===== src/rtl/buffer_pkgs.sv =====
// Shared buffer/queue entry types for the issue-side micro-op buffers.
package buffer_pkgs;

  typedef struct packed {
    logic       valid;
    logic [6:0] rs1_tag;
    logic       rs1_rdy;
    logic [6:0] rs2_tag;
    logic       rs2_rdy;
    logic [6:0] rd_tag;
    logic [7:0] uop_id;
  } rs_entry_t;

endpackage


===== src/rtl/age_ordered_rs_if.sv =====
// Dispatch, wakeup and issue signals of the age-ordered reservation station.
interface age_ordered_rs_if #(
  parameter type RS_ENTRY_T = buffer_pkgs::rs_entry_t,
  parameter int  RS_DEPTH   = 8,
  parameter int  NUM_CDB    = 2,
  parameter int  PREG_W     = 7
);
  logic                               recover_i;
  logic                               disp_valid_i;
  logic                               disp_ready_o;
  RS_ENTRY_T                          disp_entry_i;
  logic                               issue_valid_o;
  logic                               issue_ready_i;
  RS_ENTRY_T                          issue_entry_o;
  logic [NUM_CDB-1:0]                 cdb_valid_i;
  logic [NUM_CDB*PREG_W-1:0]          cdb_tag_i;
  logic [$clog2(RS_DEPTH+1)-1:0]      count_o;

  modport master (
    output recover_i, disp_valid_i, disp_entry_i, issue_ready_i, cdb_valid_i, cdb_tag_i,
    input  disp_ready_o, issue_valid_o, issue_entry_o, count_o
  );

  modport slave (
    input  recover_i, disp_valid_i, disp_entry_i, issue_ready_i, cdb_valid_i, cdb_tag_i,
    output disp_ready_o, issue_valid_o, issue_entry_o, count_o
  );
endinterface


===== src/rtl/age_ordered_rs.sv =====
// Age-matrix reservation station: issues the oldest ready micro-op through a registered stage.
// Dispatch-to-issue 2 cycles; output holds while issue_ready_i=0, dispatch stalls when full.
module age_ordered_rs #(
  parameter type RS_ENTRY_T = buffer_pkgs::rs_entry_t,
  parameter int  RS_DEPTH   = 8,
  parameter int  NUM_CDB    = 2,
  parameter int  PREG_W     = 7
) (
  input  logic                clk_i,
  input  logic                rst_i,
  age_ordered_rs_if.slave     rs_if
);
  localparam int CNT_W = $clog2(RS_DEPTH + 1);
  localparam int IDX_W = $clog2(RS_DEPTH);

  RS_ENTRY_T           ent_q [RS_DEPTH];
  RS_ENTRY_T           ent_d [RS_DEPTH];
  logic [RS_DEPTH-1:0] age_q [RS_DEPTH];
  logic [RS_DEPTH-1:0] age_d [RS_DEPTH];
  logic [CNT_W-1:0]    cnt_q, cnt_d;
  logic                out_vld_q, out_vld_d;
  RS_ENTRY_T           out_ent_q, out_ent_d;

  logic [RS_DEPTH-1:0] vld_vec, rdy_vec, cand_vec;
  logic                cand_any;
  logic [IDX_W-1:0]    cand_idx, free_idx;
  logic                disp_rdy, disp_fire, load_en;
  RS_ENTRY_T           disp_ent;

  function automatic logic cdb_hit(input logic [PREG_W-1:0]         tag,
                                   input logic [NUM_CDB-1:0]        vld,
                                   input logic [NUM_CDB*PREG_W-1:0] tags);
    logic hit;
    hit = 1'b0;
    for (int p = 0; p < NUM_CDB; p++) begin
      if (vld[p] && (tags[p*PREG_W +: PREG_W] == tag)) hit = 1'b1;
    end
    return hit;
  endfunction

  always_comb begin
    vld_vec  = '0;
    rdy_vec  = '0;
    cand_vec = '0;
    cand_idx = '0;
    free_idx = '0;
    for (int i = 0; i < RS_DEPTH; i++) begin
      vld_vec[i] = ent_q[i].valid;
      rdy_vec[i] = ent_q[i].valid && ent_q[i].rs1_rdy && ent_q[i].rs2_rdy;
    end
    // An entry is the candidate when no other ready entry is older than it.
    for (int i = 0; i < RS_DEPTH; i++) begin
      logic older;
      older = 1'b0;
      for (int j = 0; j < RS_DEPTH; j++) older = older | (rdy_vec[j] & age_q[j][i]);
      cand_vec[i] = rdy_vec[i] & ~older;
    end
    for (int i = 0; i < RS_DEPTH; i++) begin
      if (cand_vec[i]) cand_idx = cand_idx | IDX_W'(i);
    end
    for (int i = RS_DEPTH - 1; i >= 0; i--) begin
      if (!vld_vec[i]) free_idx = IDX_W'(i);
    end
    cand_any = |cand_vec;
  end

  assign disp_rdy  = (cnt_q < CNT_W'(RS_DEPTH)) && !rs_if.recover_i;
  assign disp_fire = rs_if.disp_valid_i && disp_rdy;
  assign load_en   = cand_any && (!out_vld_q || rs_if.issue_ready_i) && !rs_if.recover_i;

  always_comb begin
    disp_ent         = rs_if.disp_entry_i;
    disp_ent.valid   = 1'b1;
    disp_ent.rs1_rdy = rs_if.disp_entry_i.rs1_rdy || (rs_if.disp_entry_i.rs1_tag == '0) ||
                       cdb_hit(rs_if.disp_entry_i.rs1_tag, rs_if.cdb_valid_i, rs_if.cdb_tag_i);
    disp_ent.rs2_rdy = rs_if.disp_entry_i.rs2_rdy || (rs_if.disp_entry_i.rs2_tag == '0) ||
                       cdb_hit(rs_if.disp_entry_i.rs2_tag, rs_if.cdb_valid_i, rs_if.cdb_tag_i);
  end

  always_comb begin
    ent_d     = ent_q;
    age_d     = age_q;
    out_vld_d = out_vld_q;
    out_ent_d = out_ent_q;
    cnt_d     = cnt_q + CNT_W'(disp_fire) - CNT_W'(load_en);

    for (int i = 0; i < RS_DEPTH; i++) begin
      if (ent_q[i].valid) begin
        if (cdb_hit(ent_q[i].rs1_tag, rs_if.cdb_valid_i, rs_if.cdb_tag_i)) ent_d[i].rs1_rdy = 1'b1;
        if (cdb_hit(ent_q[i].rs2_tag, rs_if.cdb_valid_i, rs_if.cdb_tag_i)) ent_d[i].rs2_rdy = 1'b1;
      end
    end

    if (load_en) begin
      out_vld_d        = 1'b1;
      out_ent_d        = ent_q[cand_idx];
      ent_d[cand_idx]  = '0;
      age_d[cand_idx]  = '0;
      for (int j = 0; j < RS_DEPTH; j++) age_d[j][cand_idx] = 1'b0;
    end else if (out_vld_q && rs_if.issue_ready_i) begin
      out_vld_d = 1'b0;
      out_ent_d = '0;
    end

    // free_idx is never the slot being loaded, so the two updates cannot collide.
    if (disp_fire) begin
      ent_d[free_idx] = disp_ent;
      for (int j = 0; j < RS_DEPTH; j++) begin
        age_d[j][free_idx] = vld_vec[j] && !(load_en && (cand_idx == IDX_W'(j)));
      end
      age_d[free_idx] = '0;
    end

    if (rs_if.recover_i) begin
      for (int i = 0; i < RS_DEPTH; i++) begin
        ent_d[i] = '0;
        age_d[i] = '0;
      end
      cnt_d     = '0;
      out_vld_d = 1'b0;
      out_ent_d = '0;
    end
  end

  always_ff @(posedge clk_i or posedge rst_i) begin
    if (rst_i) begin
      for (int i = 0; i < RS_DEPTH; i++) begin
        ent_q[i] <= '0;
        age_q[i] <= '0;
      end
      cnt_q     <= '0;
      out_vld_q <= 1'b0;
      out_ent_q <= '0;
    end else begin
      ent_q     <= ent_d;
      age_q     <= age_d;
      cnt_q     <= cnt_d;
      out_vld_q <= out_vld_d;
      out_ent_q <= out_ent_d;
    end
  end

  assign rs_if.disp_ready_o  = disp_rdy;
  assign rs_if.issue_valid_o = out_vld_q && !rs_if.recover_i;
  assign rs_if.issue_entry_o = rs_if.issue_valid_o ? out_ent_q : '0;
  assign rs_if.count_o       = cnt_q;
endmodule


===== src/flat_wrapper.sv =====
// flat-port wrapper written by rule: the top's interface ports become plain ports
module age_ordered_rs_flat 
#(
  parameter type RS_ENTRY_T = buffer_pkgs::rs_entry_t,
  parameter int  RS_DEPTH   = 8,
  parameter int  NUM_CDB    = 2,
  parameter int  PREG_W     = 7
)
  (clk_i, rst_i, rs_if_recover_i, rs_if_disp_valid_i, rs_if_disp_entry_i, rs_if_issue_ready_i, rs_if_cdb_valid_i, rs_if_cdb_tag_i, rs_if_disp_ready_o, rs_if_issue_valid_o, rs_if_issue_entry_o, rs_if_count_o);
  age_ordered_rs_if #(.RS_ENTRY_T(RS_ENTRY_T), .RS_DEPTH(RS_DEPTH), .NUM_CDB(NUM_CDB), .PREG_W(PREG_W)) rs_if_i ();
  input  logic clk_i;
  input  logic rst_i;
  input wire logic [$bits(rs_if_i.recover_i)-1:0] rs_if_recover_i;
  input wire logic [$bits(rs_if_i.disp_valid_i)-1:0] rs_if_disp_valid_i;
  input wire logic [$bits(rs_if_i.disp_entry_i)-1:0] rs_if_disp_entry_i;
  input wire logic [$bits(rs_if_i.issue_ready_i)-1:0] rs_if_issue_ready_i;
  input wire logic [$bits(rs_if_i.cdb_valid_i)-1:0] rs_if_cdb_valid_i;
  input wire logic [$bits(rs_if_i.cdb_tag_i)-1:0] rs_if_cdb_tag_i;
  output wire logic [$bits(rs_if_i.disp_ready_o)-1:0] rs_if_disp_ready_o;
  output wire logic [$bits(rs_if_i.issue_valid_o)-1:0] rs_if_issue_valid_o;
  output wire logic [$bits(rs_if_i.issue_entry_o)-1:0] rs_if_issue_entry_o;
  output wire logic [$bits(rs_if_i.count_o)-1:0] rs_if_count_o;
  assign rs_if_i.recover_i = rs_if_recover_i;
  assign rs_if_i.disp_valid_i = rs_if_disp_valid_i;
  assign rs_if_i.disp_entry_i = rs_if_disp_entry_i;
  assign rs_if_i.issue_ready_i = rs_if_issue_ready_i;
  assign rs_if_i.cdb_valid_i = rs_if_cdb_valid_i;
  assign rs_if_i.cdb_tag_i = rs_if_cdb_tag_i;
  assign rs_if_disp_ready_o = rs_if_i.disp_ready_o;
  assign rs_if_issue_valid_o = rs_if_i.issue_valid_o;
  assign rs_if_issue_entry_o = rs_if_i.issue_entry_o;
  assign rs_if_count_o = rs_if_i.count_o;
  age_ordered_rs #(.RS_ENTRY_T(RS_ENTRY_T), .RS_DEPTH(RS_DEPTH), .NUM_CDB(NUM_CDB), .PREG_W(PREG_W)) u_core (.clk_i(clk_i), .rst_i(rst_i), .rs_if(rs_if_i));
endmodule

===== config.mk =====
export PLATFORM = sky130hd
export DESIGN_NAME = age_ordered_rs_flat
export DESIGN_NICKNAME = d
export VERILOG_FILES = /design/src/rtl/buffer_pkgs.sv /design/src/rtl/age_ordered_rs_if.sv /design/src/rtl/age_ordered_rs.sv /design/src/flat_wrapper.sv
export SDC_FILE = /design/constraint.sdc
export NUM_CORES = 1
export LEC_CHECK = 0
export CORE_MARGIN = 1.5
export CORE_UTILIZATION = 55
export DETAILED_ROUTE_END_ITERATION = 8
export PLACE_DENSITY = 0.75
export SLEW_MARGIN = 0
export SYNTH_ARGS = -nofsm -noshare
export SYNTH_HDL_FRONTEND = slang
export SYNTH_SLANG_ARGS = --single-unit

===== constraint.sdc =====
create_clock -name clk_i -period 14.1 [get_ports clk_i]
set_clock_uncertainty 0.05 [all_clocks]
set_input_delay 2.82 -clock clk_i [delete_from_list [all_inputs] [get_ports clk_i]]
set_output_delay 2.82 -clock clk_i [all_outputs]
set_load 0.01 [all_outputs]

==> impl_metrics.env, run 1 <==
export IMPL_arrival_ns=4.70
export IMPL_grt_max_degree=152
export IMPL_io_buffers=89
export IMPL_synth_area_um2=21000
export IMPL_setup_worst_path_start_class="input pin"
export IMPL_wl_per_cell_um=28.7
export IMPL_htreeDepth=2
export IMPL_cts_buffers=39
export IMPL_initial_core_util=0.559
export IMPL_critPathKind="input pin to output pin"
export IMPL_max_freq_mhz=132
export IMPL_synth_simple_gate_area_frac=0.159
export IMPL_io_pins=91
export IMPL_finalWeightedCongestion=0.949
export IMPL_tightest_slew_ns=1.35
export IMPL_worst_ep_required_time_ns=11.23
export IMPL_ir_drop_v=0.000113
export IMPL_grt_antenna_before_repair=1
export IMPL_fin_tns_setup_ns=0
export IMPL_powerDensity_nw_per_um2=99.9
export IMPL_final_area_um2=23400
export IMPL_postCtsHoldBufs=0
export IMPL_dr_pass1_iters=6
export IMPL_ys_async_sr_fraction=1.00
export IMPL_yosysSeqAreaShare=0.426
export IMPL_synthAdderAreaFrac=0.00334
export IMPL_fin_util=0.622
export IMPL_grtUsageTotal=0.416
export IMPL_synth_xor_area_frac=0.106
export IMPL_drt_met1_wl_um=30000
export IMPL_met3_length_um=11000
export IMPL_wl_met2_um=34900
export IMPL_regToRegSetupSlack_ns=8.18
export IMPL_fp_dieArea_um2=39300
export IMPL_final_min_clock_period_ns=7.57
export IMPL_synth_seq_cells=357
export IMPL_synth_area_per_cell_um2=8.87
export IMPL_rsz0062_at_grt="false"
export IMPL_path_clk_slew_ns=0.06
export IMPL_hp_class="flip-flop to flip-flop"
export IMPL_die_h_um=198
export IMPL_cts_tree="yes"
export IMPL_leakagePower_nw=9.19
export IMPL_grt_ovfl_total=0
export IMPL_viasPerCell=7.18
export IMPL_status="finished, final reports clean"
export IMPL_synth_compound_area_frac=0.244
export IMPL_whs_ns=0.446
export IMPL_period_share=0.537
export IMPL_drcViolationCount=0
export IMPL_hold_viol=0
export IMPL_grt_pass1_wl_um=123000
export IMPL_die_x_um=198
export IMPL_synth_cells=2366
export IMPL_nets=2347
export IMPL_layout_commonest_cell="dfrtp_1"
export IMPL_mostFrequentLayoutCells="357 x dfrtp_1, 258 x nand2_1, 257 x a21oi_1, 146 x xnor2_1, 137 x o211ai_1"
export IMPL_clock_latency_ns=0.58
export IMPL_grt_pass1_vias=20200
export IMPL_synth_nets=2424
export IMPL_totalWireLength_um=81200
export IMPL_drive_above_1_share=0.0733
export IMPL_maxSlewViolCount=0
export IMPL_slew_limit_headroom=0.102
export IMPL_ys_flop_type="dfrtp_1"
export IMPL_end_kind="output pin"
export IMPL_root_buffer="clkbuf_16"
export IMPL_postCtsSetupBuffers=0
export IMPL_cap_viol_max_count=0
export IMPL_synth_top_family_by_area="compound AO/OA/AOI/OAI gates"
export IMPL_synth_edf_count=0
export IMPL_dpl_cell_area_um2=22100
export IMPL_setup_viol=0
export IMPL_ys_warnings_count=0
export IMPL_clockBufferDepth=3
export IMPL_top_layer="met4"
export IMPL_dpl_hpwl_um=47000
export IMPL_cts_sinks=357
export IMPL_ctsResizeCount=0
export IMPL_core_area_um2=37600
export IMPL_synth_cell_type_count=72
export IMPL_core_rowCount=71
export IMPL_vias=20300
export IMPL_worstPathMaxFanout=56
export IMPL_drt_initial_drc_count=2898
export IMPL_syn_to_final_growth_pct=11.3
export IMPL_synth_mux_area_frac=0.00101
export IMPL_ant_nets=0
## layer usage
metal  vias to the layer above  track usage
li1                       8441            -
met1                      9837        0.533
met2                      1656        0.610
met3                       388        0.133
met4                         0        0.260
met5                         -            0
## path summary, 6_finish.rpt
path / startpoint / endpoint / cells after the start
max in group asynchronous: rst_i / u_core.ent_q[196] / 4
setup / recovery: rs_if_recover_i / rs_if_issue_entry_o[0] / 4
setup reg to reg: u_core.ent_q[223] / u_core.ent_q[239] / 9
hold / removal: u_core.age_q[42] / u_core.age_q[42] / 1
min in group asynchronous: rst_i / u_core.ent_q[209] / 2
hold reg to reg: u_core.age_q[42] / u_core.age_q[42] / 1
## through the flow
step | worst slack [ns] | power [mW] | std cells
after global routing | 6.45 | 2.39 | 2829
after detailed placement | 6.53 | 1.29 | 2759
final | 6.53 | 2.33 | 2830
after floorplan | 1.32 | 1.21 | 2366
after CTS | 6.53 | 2.33 | 2829
after global placement | 6.59 | 1.29 | 2759
## synthesized netlist by cell type (4+ instances only)
library cell    n  area, um^2
nand3_1       100         500
a2111oi_0      35         307
o2111ai_1      17         149
ha_1            4        50.1
o211ai_1      137        1030
and2_1         40         250
o21ai_0        59         295
inv_1          55         206
a31oi_1        45         282
a211oi_1       10        75.1
o21ai_1         4        20.0
o22a_1         16         140
nor3_1         20         100
o22ai_1        16         100
and3_1         24         150
a22o_1         59         517
buf_2          33         165
nand2_1       259         972
dfrtp_1       357        8930
xor2_1        109         955
o2111a_1        6        67.6
buf_1          15        56.3
nand2b_1        7        43.8
o221ai_1       14         123
a22oi_1         4        30.0
nor2_1         60         225
or4_1           4        30.0
xnor2_1       146        1280
nand4_1        98         613
nor4_1         35         219
o211ai_2       10         125
a21oi_1       258        1290
a21o_1         17         128
a221o_1        18         180
clkbuf_1      213         800
nor2b_1         6        37.5
## cell families (layout without fill, tap and decap cells)
kind of cell / count (synthesis) / count (layout)
AOI/OAI and AO/OA: 749 / 749
xor gates and xnor gates: 255 / 255
adders and majority gates: 5 / 5
buffers and inverters: 322 / 274
DFF: 357 / 357
muxes: 2 / 2
other: 0 / 1
and+or+nand+nor: 676 / 676
## power by group
part / total [mW] / internal [mW] / switching, mW
clock network: 1.05 / 0.600 / 0.449
logic: 0.232 / 0.0734 / 0.159
registers: 1.05 / 1.04 / 0.0150
total: 2.33 / 1.71 / 0.623
## area by class of cell
type	instances	area, um^2
diodes	1	2.50
clock buffers	58	1180
well taps	511	639
fillers	3210	14200
clock inverters	12	128
flip-flops and latches	357	8930
inverters	56	218
repair buffers	148	1340
multi-input cells	1687	10900
## worst max-delay path: stages
cell and delay [ns]:
buf_6 0.23, nor2b_4 0.82, and2_1 0.25, clkdlybuf4s50_1 0.54
## registers in the layout (all words and copies together), names as in the netlist
name / flops
u_core.ent_q: 256
u_core.age_q: 64
u_core.out_ent_q: 32
u_core.rs_if.count_o: 4
u_core.out_vld_q: 1
No activity file was read; power rests on OpenSTA's default activity.
==> run 2, diff against run 1 <==
==> constraint.sdc (replaced) <==
create_clock -name clk_i -period 7.76 [get_ports clk_i]
set_clock_uncertainty 0.05 [all_clocks]
set_input_delay 1.552 -clock clk_i [delete_from_list [all_inputs] [get_ports clk_i]]
set_output_delay 1.552 -clock clk_i [all_outputs]
set_load 0.01 [all_outputs]
==> run 2 against run 1 <==
  * First-iteration DRC count grew 4.9%
  * Critical path type is now flip-flop to flip-flop
  * Non-clock buffer count is 5 higher
  * Count of clock-buffer cells in the layout is the same
  * Die area is the same
  * Total power is 83% higher
  * Critical endpoint is now u_core.ent_q[207]
  * Global-route usage rose by 0.36 points
  * Flip-flop and latch count is the same
==> impl_metrics.env, run 2 (synthesized netlist as in run 1, its figures left out) <==
export IMPL_root_buffer="clkbuf_16"
export IMPL_clockBufferDepth=3
export IMPL_totalWireLength_um=81700
export IMPL_cpMostUsedCell="buf_4"
export IMPL_grt_pass1_wl_um=124000
export IMPL_cts_sinks=357
export IMPL_final_min_clock_period_ns=5.12
export IMPL_io_buffers=89
export IMPL_status="finished, final reports clean"
export IMPL_tightest_slew_ns=1.30
export IMPL_syn_to_final_growth_pct=11.6
export IMPL_critPathBufInv=2
export IMPL_core_area_um2=37600
export IMPL_reg_top3="u_core.ent_q (256), u_core.age_q (64), u_core.out_ent_q (32)"
export IMPL_grt_ovfl_total=0
export IMPL_wl_per_cell_um=28.8
export IMPL_core_rowCount=71
export IMPL_postCtsSetupBuffers=0
export IMPL_grt_antenna_before_repair=1
export IMPL_fin_tns_setup_ns=0
export IMPL_top_register="u_core.ent_q"
export IMPL_max_freq_mhz=195
export IMPL_die_x_um=198
export IMPL_leakagePower_nw=9.21
export IMPL_rsz0062_at_grt="false"
export IMPL_ant_nets=0
export IMPL_die_h_um=198
export IMPL_clock_latency_ns=0.58
export IMPL_mostFrequentLayoutCells="357 x dfrtp_1, 258 x nand2_1, 257 x a21oi_1, 146 x xnor2_1, 137 x o211ai_1"
export IMPL_arrival_ns=5.50
export IMPL_powerDensity_nw_per_um2=182
export IMPL_drt_initial_drc_count=3039
export IMPL_grt_max_degree=182
export IMPL_startpoint="u_core.ent_q[223]"
export IMPL_hp_class="flip-flop to flip-flop"
export IMPL_nets=2353
export IMPL_fill_cells=3123
export IMPL_setup_viol=0
export IMPL_setup_worst_path_start_class="flip-flop"
export IMPL_vias=20600
export IMPL_dpl_hpwl_um=47500
export IMPL_worstPathMaxFanout=22
export IMPL_grt_pass1_vias=20200
export IMPL_stdcell_count=2834
export IMPL_finalWeightedCongestion=1.02
export IMPL_period_share=0.660
export IMPL_cts_buffers=40
export IMPL_layout_commonest_cell="dfrtp_1"
export IMPL_critPathKind="flip-flop to flip-flop"
export IMPL_maxSlewViolCount=0
export IMPL_ir_drop_v=0.000159
export IMPL_drive_above_1_share=0.0749
export IMPL_postCtsHoldBufs=0
export IMPL_hold_viol=0
export IMPL_initial_core_util=0.559
export IMPL_worst_ep_required_time_ns=8.14
export IMPL_ctsResizeCount=0
export IMPL_viasPerCell=7.27
export IMPL_io_pins=91
export IMPL_slew_limit_headroom=0.134
export IMPL_largest_reg_flops=256
export IMPL_cpPeakStageDelay_ns=1.04
export IMPL_dr_pass1_iters=8
export IMPL_fp_dieArea_um2=39300
export IMPL_grtUsageTotal=0.420
export IMPL_htreeDepth=2
export IMPL_min_delay_start="u_core.age_q[7]"
export IMPL_cap_viol_max_count=0
export IMPL_end_kind="flip-flop"
export IMPL_path_cells="and3_1 -> a211oi_1 -> and4_1 -> buf_4 -> nor4_2 -> nand4_1 -> buf_4 -> nand2_1 -> o22ai_1"
export IMPL_critical_path_slowest_cell="nand4_1"
export IMPL_r2r_start="u_core.ent_q[223]"
export IMPL_cts_tree="yes"
export IMPL_cp_top_family="simple AND/OR/NAND/NOR gates"
export IMPL_path_clk_slew_ns=0.06
export IMPL_dp_cells=2764
export IMPL_diodes=0
export IMPL_drcViolationCount=0
## run 2: changes by cell type in the layout (fill, tap and decap cells not counted), moves of 2 or more
| cell | change |
|---|---|
| buf_12 | +2 |
| clkbuf_16 | +2 |
| clkbuf_8 | -4 |
| clkinvlp_4 | +2 |
| clkbuf_1 | +2 |
| buf_4 | +3 |
## run 2: routing by layer
metal | GRT usage | wire length, um | up-vias
met4 | 0.273 | 5410 | 2
li1 | - | - | 8471
met3 | 0.122 | 10800 | 381
met2 | 0.615 | 35600 | 1713
met1 | 0.543 | 29900 | 10000
met5 | 0 | 42 | -
## run 2: final cells by class
type | instances | area [um^2] | share of cell area
multi-input combinational | 1687 | 10900 | 0.467
sequential | 357 | 8930 | 0.381
timing repair buffer | 153 | 1400 | 0.0597
clock buffer | 58 | 1180 | 0.0504
tap | 511 | 639 | 0.0273
inverter | 56 | 214 | 0.00913
clock inverter | 12 | 123 | 0.00524
## run 2: worst min-delay path, cell delays in order (launching register included)
cell and delay (ns):
dfrtp_1 0.32, inv_1 0.05, nor2_1 0.09
## run 2: power by group
part,switching (mW),internal [mW]
Clock,0.808,1.12
Sequential,0.0273,1.88
Combinational,0.288,0.135
## run 2: worst paths after layout
check | to | slack [ns] | cells past startpoint
max | u_core.ent_q[207] | 2.64 | 9
min | u_core.age_q[7] | 0.45 | 2
max reg2reg | u_core.ent_q[207] | 2.64 | 9
min reg2reg | u_core.age_q[7] | 0.45 | 2
max in group asynchronous | u_core.ent_q[197] | 5.26 | 3
min in group asynchronous | u_core.ent_q[245] | 1.54 | 3
## run 2: through the flow
step	setup slack, ns	power [mW]	area [um^2]	hold WS [ns]	utilization
5_1_grt	2.57	4.37	23400	0.460	0.623
4_1_cts	2.89	4.25	23400	0.448	0.623
3_3_place_gp	2.67	2.34	22100	0.423	0.589
3_5_place_dp	2.56	2.35	22100	0.431	0.589
6_report	2.64	4.26	23400	0.445	0.623
2_1_floorplan	1.37	2.20	21000	0.404	-
